File: config.mk
export PLATFORM = sky130hd
export DESIGN_NAME = decode_ibuf
export DESIGN_NICKNAME = d
export VERILOG_FILES = /design/src/rtl/decode_ibuf_pkg.sv /design/src/rtl/decode_ibuf.sv
export SDC_FILE = /design/constraint.sdc
export NUM_CORES = 1
export LEC_CHECK = 0
export ABC_AREA = 1
export CAP_MARGIN = 15
export CORE_MARGIN = 2
export CORE_UTILIZATION = 29
export DETAILED_ROUTE_END_ITERATION = 8
export PLACE_DENSITY = 0.53
export SYNTH_ARGS = -nofsm -noshare
export SYNTH_HDL_FRONTEND = slang
export SYNTH_SLANG_ARGS = --single-unit
File: constraint.sdc
create_clock -name clk -period 14.2 [get_ports clk]
set_input_delay 2.84 -clock clk [delete_from_list [all_inputs] [get_ports clk]]
set_output_delay 2.84 -clock clk [all_outputs]
set_load 0.02 [all_outputs]
File: src/rtl/decode_ibuf_pkg.sv
// decode_ibuf_pkg: shared fetch/decode buffer types and default depth
package decode_ibuf_pkg;
  typedef logic        u1;
  typedef logic [3:0]  u4;
  typedef logic [31:0] u32;
  typedef logic [63:0] addr_t;
  typedef struct packed {
    addr_t pc;
    u32    raw_instr;
    u1     err;
    u4     code;
  } ibuf_entry_t;
  localparam int IBUF_DEPTH = 4;
endpackage

File: src/rtl/decode_ibuf.sv
// decode_ibuf: circular instruction buffer between fetch and decode with flush and fault fence
module decode_ibuf
  import decode_ibuf_pkg::*;
#(
  parameter int DEPTH       = IBUF_DEPTH,
  parameter int PC_W        = 64,
  parameter int ILEN        = 32,
  parameter int CODE_W      = 4,
  parameter int FAULT_FENCE = 1
) (
  input  logic                       clk,
  input  logic                       reset,
  input  logic                       in_valid,
  output logic                       in_ready,
  input  logic [PC_W-1:0]            in_pc,
  input  logic [ILEN-1:0]            in_instr,
  input  logic                       in_err,
  input  logic [CODE_W-1:0]          in_code,
  output logic                       out_valid,
  input  logic                       out_ready,
  output logic [PC_W-1:0]            out_pc,
  output logic [ILEN-1:0]            out_instr,
  output logic                       out_err,
  output logic [CODE_W-1:0]          out_code,
  input  logic                       flush,
  output logic [$clog2(DEPTH+1)-1:0] count,
  output logic                       fenced
);
  localparam int AW = $clog2(DEPTH);
  localparam int CW = $clog2(DEPTH+1);
  typedef struct packed {
    logic [PC_W-1:0]   pc;
    logic [ILEN-1:0]   instr;
    logic              err;
    logic [CODE_W-1:0] code;
  } ent_t;
  ent_t mem [DEPTH];
  ent_t hd;
  logic [AW-1:0] head, tail;
  logic enq, store, deq;
  assign in_ready  = count != CW'(DEPTH);
  assign out_valid = count != '0;
  assign enq       = in_valid & in_ready & ~flush;
  assign store     = enq & ~fenced;
  assign deq       = out_valid & out_ready & ~flush;
  assign hd        = mem[head];
  assign out_pc    = hd.pc;
  assign out_instr = hd.instr;
  assign out_code  = hd.code;
  assign out_err   = out_valid & hd.err;
  always_ff @(posedge clk)
    if (store) mem[tail] <= '{in_pc, in_instr, in_err, in_code};
  always_ff @(posedge clk) begin
    if (reset || flush) begin
      head   <= '0;
      tail   <= '0;
      count  <= '0;
      fenced <= 1'b0;
    end else begin
      if (store) tail <= tail + 1'b1;
      if (deq) head <= head + 1'b1;
      count <= count + CW'(store) - CW'(deq);
      if (FAULT_FENCE != 0 && store && in_err) fenced <= 1'b1;
    end
  end
  a_count: assert property (@(posedge clk) disable iff (reset) count <= CW'(DEPTH));
  a_err:   assert property (@(posedge clk) disable iff (reset) !out_valid |-> !out_err);
  a_ptr:   assert property (@(posedge clk) disable iff (reset) tail == head + AW'(count));
endmodule

After elaboration in Yosys (flattened, before gate mapping)
Memories as Yosys holds them, arrays and structs flattened. A register that Yosys moved wholly into a read port is not among the register bits.
Index checks and enable logic that the tools add are counted.
Storage, ports and cells
  RAM bits: 404
  logic and storage cells: 25
  input bits: 106
  output and inout port bits: 107
  flip-flop bits (word level): 8
  bits in latches: 0
  ROM bits: 0
  memories kept: 1
Cells by class
  equality and inequality tests: 1
  multiply operators: 0
  $add $sub $neg: 4
  magnitude comparators: 0
  bitwise gates (word level): 8
  multiplexer cells: 4
  reduce and logical (&&, ||, !) cells: 3
  shift-type cells: 0
  div/mod/pow operators: 0
Memory list
  mem: words 4, bits a word 101, read ports 1, clocked after memory_dff 1, wr ports 1, line decode_ibuf.sv:37  | ent_t mem [DEPTH];
Operator list (number)
  $and A1 B1 Y1: 6
  $add A2 B1 Y2 const B: 2
  $mux W2: 2
  $add A3 B1 Y3: 1
  $ne A3 B3 Y1 const B: 1
  $reduce_bool A3 Y1: 1
  $sub A3 B1 Y3: 1
  $mux W1: 2
  $not A1 Y1: 2
  $logic_and A1 B1 Y1: 1
  $logic_or A1 B1 Y1: 1

Depth between registers and ports, before layout
  depth in word-level cells: 6
  gate-level depth with buffers: 12

Least setup slack after synthesis
Ideal clock, no wire load.
  path kind: input -> register
  start: input port flush
  end: memory mem[0][0] in the netlist's numbering (enable)
  arrival time: 7.536 ns
  cell stages on the path: 5
  setup time: 0.562 ns
  setup slack: 6.102 ns
  cell sequence: inv_1 nand2_1 nor2_1 nand2_1 nor2_1
Between the ends
  word-level cells in the longest chain between the ends: 5
Ends and longest elaborated chain
  from (decl): line decode_ibuf.sv:25  | input logic flush,
  $not A1 Y1: line decode_ibuf.sv:43  | assign enq = in_valid & in_ready & ~flush;
  $and A1 B1 Y1: line decode_ibuf.sv:43
  $and A1 B1 Y1: line decode_ibuf.sv:44  | assign store = enq & ~fenced;
  $mux W1: line decode_ibuf.sv:52  | if (store) mem[tail] <= '{in_pc, in_instr, in_err, in_code};
  $mux W1 (implied by the code): line decode_ibuf.sv:52
  to (decl): line decode_ibuf.sv:37
No other way between the ends.

==> flow_summary.toml <==
[clock_tree]
clock-sinks = 414
post_cts_resized = 0
clk-insertion-delay-late_ns = 0.57
postCtsSetupRepairBufs = 0
htreeDepth = 2
cts_tree = "done"
path_clk_slew_ns = 0.05
cts_inserted_buffers = 46
clock_path_buffers = 3
cts_root_buf = "clkbuf_16"
hold_buffers = 0

[place]
place.gp.congestion = 0.7003
numPortBuffers = 212
dp_slack_ns = 7.935
dp_hpwl_um = 20280

[yosys]
ys_seq_elements = 414
post-synth-top-area-cell = "edfxtp_1"
netlist.area_leader.share_pct = 77.74
synth_area_leaders = "edfxtp_1, nor2_1, o22ai_1"
avgSynthCellArea_um2 = 14.74
yosysWarnings = 0
syn_nets = 1172
synth_seq_area_share_pct = 79.03
ys_types = 20
synth_area_um2 = 15600
synth_cells = 1059

[sta]
fin_skew_ns = 0.01231
slew_viol_final = 0
max_freq_mhz = 149.6
rsz0062_at_grt = "false"
hold_viol = 0
min_period_ns = 6.685
finalSetupViolations = 0
period_share_pct = 47.08
fin_setup_tns_ns = 0
finalWorstSetupSlack_ns = 7.515
worstMarginPinSlew_ns = 1.024
slew_headroom_pct = 31.75

[critical_path]
cp_slowest_stage_delay_ns = 0.75
path_cells = "clkinv_2 -> buf_4 -> nor2_1 -> o21ai_0 -> a21boi_0 -> clkdlybuf4s50_1"
cp-end-kind = "output port"
start_kind = "flip-flop"
cp_num_buf_inv = 3
critPathMaxFanout = 60
cp.required_ns = 11.36
path_class = "reg -> out"
cp_top_family = "buffers and inverters"
crit_slowest_cell = "clkinv_2"
worstPathArrival_ns = 3.85

[floorplan]
die_w_um = 236.0
dieArea_um2 = 55680
initial_utilization_pct = 29.17
core_area_um2 = 53500
pin_count = 213
die_h_um = 236.0
rows = 85

[power]
powerDensity_nw_per_um2 = 132.6
leakage_nw = 6.400
irDropWorstVdd_v = 0.00007968

[detailed_routing]
drc = 0
drtPass1Iterations = 4
met3WireLength_um = 2096
first_iter_violations = 582
routed_via_density = 4.649
vias = 9294
avgRoutedWirePerCell_um = 18.59
dr_wl_met2_um = 16970
drt-met1-wl_um = 17140
wirelength_um = 37170
top_layer_used = "met5"
ant_nets = 0

[job]
cap_violations = 0

[global_routing]
grt_pass1_vias = 9114
grt_max_degree = 126
grt_usage_pct = 13.07
grt_overflow = 0
antenna_found_initial = 2
grt_pass1_wl_um = 55500

[cells_and_area]
nFillCells = 5100
regArea_um2 = 12340
antenna_cells = 0
area_growth_pct = 25.86
multi_input_area_um2 = 2714
drive_above_1_share_pct = 6.216
nNetsFinal = 1382

[hold_path]
holdCritPathClass = "reg -> reg"

[run_status]
status = "finished clean"
logic make-up (layout without fill, tap and decap cells):
family,count (synthesis),after routing,synth area share (%)
buffers and inverters,88,332,3.776
AND/OR/NAND/NOR,243,243,5.877
adder cells (fa/ha/maj),7,7,0.6094
flip-flops,414,414,79.03
AO/OA/AOI/OAI,307,307,10.71
layer usage:
metal,track usage [%],vias to the layer above
met1,18.07,4599
li1,-,4391
met4,4.729,4
met2,20.14,237
met5,0,-
met3,2.984,63
flip-flops by register name (all words and copies together), names as in the netlist, named ones only:
signal,cells
count,3
tail,2
head,2
mem,404
fenced,1
worst register-to-register path, stage by stage (launching register included):
cell and delay [ns]:
dfxtp_1 0.46, nor2_1 0.10, nand2_1 0.22, nand2_1 0.31, nor2_4 0.80, buf_4 0.66
report_power, final:
part,switching [mW],internal (mW)
logic,0.0719,0.0607
registers,0.00481,1.36
clock network,0.457,0.646
total,0.534,2.07
layout make-up:
class	instances	share of cell area [%]
well taps	696	4.434
clock buffers	67	6.587
multi-input cells	557	13.82
repair buffers	228	11.42
clock inverters	15	0.4651
flip-flops and latches	414	62.83
inverters	22	0.4523
per-stage QoR:
step                      instances  instance area [um^2]  total power, mW  utilization [%]  hold slack (ns)
final                          1999                 19640            2.603            36.71           0.4830
after global routing           1999                 19640            2.701            36.71           0.5202
after CTS                      1999                 19640            2.644            36.71           0.4923
after detailed placement       1917                 18260            1.528            34.12           0.4808
after global placement         1917                 18260            1.526            34.12           0.4845
after floorplan                1059                 15610            1.446                -           0.4657
path summary, 6_finish.rpt:
| kind | start | endpoint | slack (ns) | depth (start not counted) |
|---|---|---|---|---|
| setup reg to reg | count[1] | mem[0][53] | 11.23 | 5 |
| setup / recovery | flip-flop | out_err | 7.51 | 6 |
| hold / removal | fenced | fenced | 0.48 | 2 |
| hold reg to reg | fenced | fenced | 0.48 | 2 |
placed cells by master (no fill, tap or decap), types with 4 or more instances in the layout:
| master | n |
|---|---|
| a21oi_1 | 4 |
| nand2_1 | 18 |
| clkinv_2 | 5 |
| clkdlybuf4s50_1 | 212 |
| nor2_4 | 4 |
| inv_1 | 20 |
| edfxtp_1 | 404 |
| o22ai_1 | 100 |
| nor2_1 | 217 |
| ha_1 | 6 |
| clkbuf_16 | 49 |
| buf_4 | 16 |
| o21ai_1 | 78 |
| nand3_1 | 4 |
| o21ai_0 | 122 |
| dfxtp_1 | 8 |
| clkbuf_1 | 18 |
| clkinv_1 | 9 |
synth_stat cells (all sizes together):
| cell type | number |
|---|---|
| nor2 | 221 |
| fa | 1 |
| dfxtp | 10 |
| clkbuf | 31 |
| inv | 22 |
| a21oi | 4 |
| buf | 35 |
| edfxtp | 404 |
| o22ai | 100 |
| nand2 | 18 |
| nand3 | 4 |
| a21boi | 1 |
| o21ai | 202 |
| ha | 6 |
Note: power is estimated with default switching activity, not from simulation.
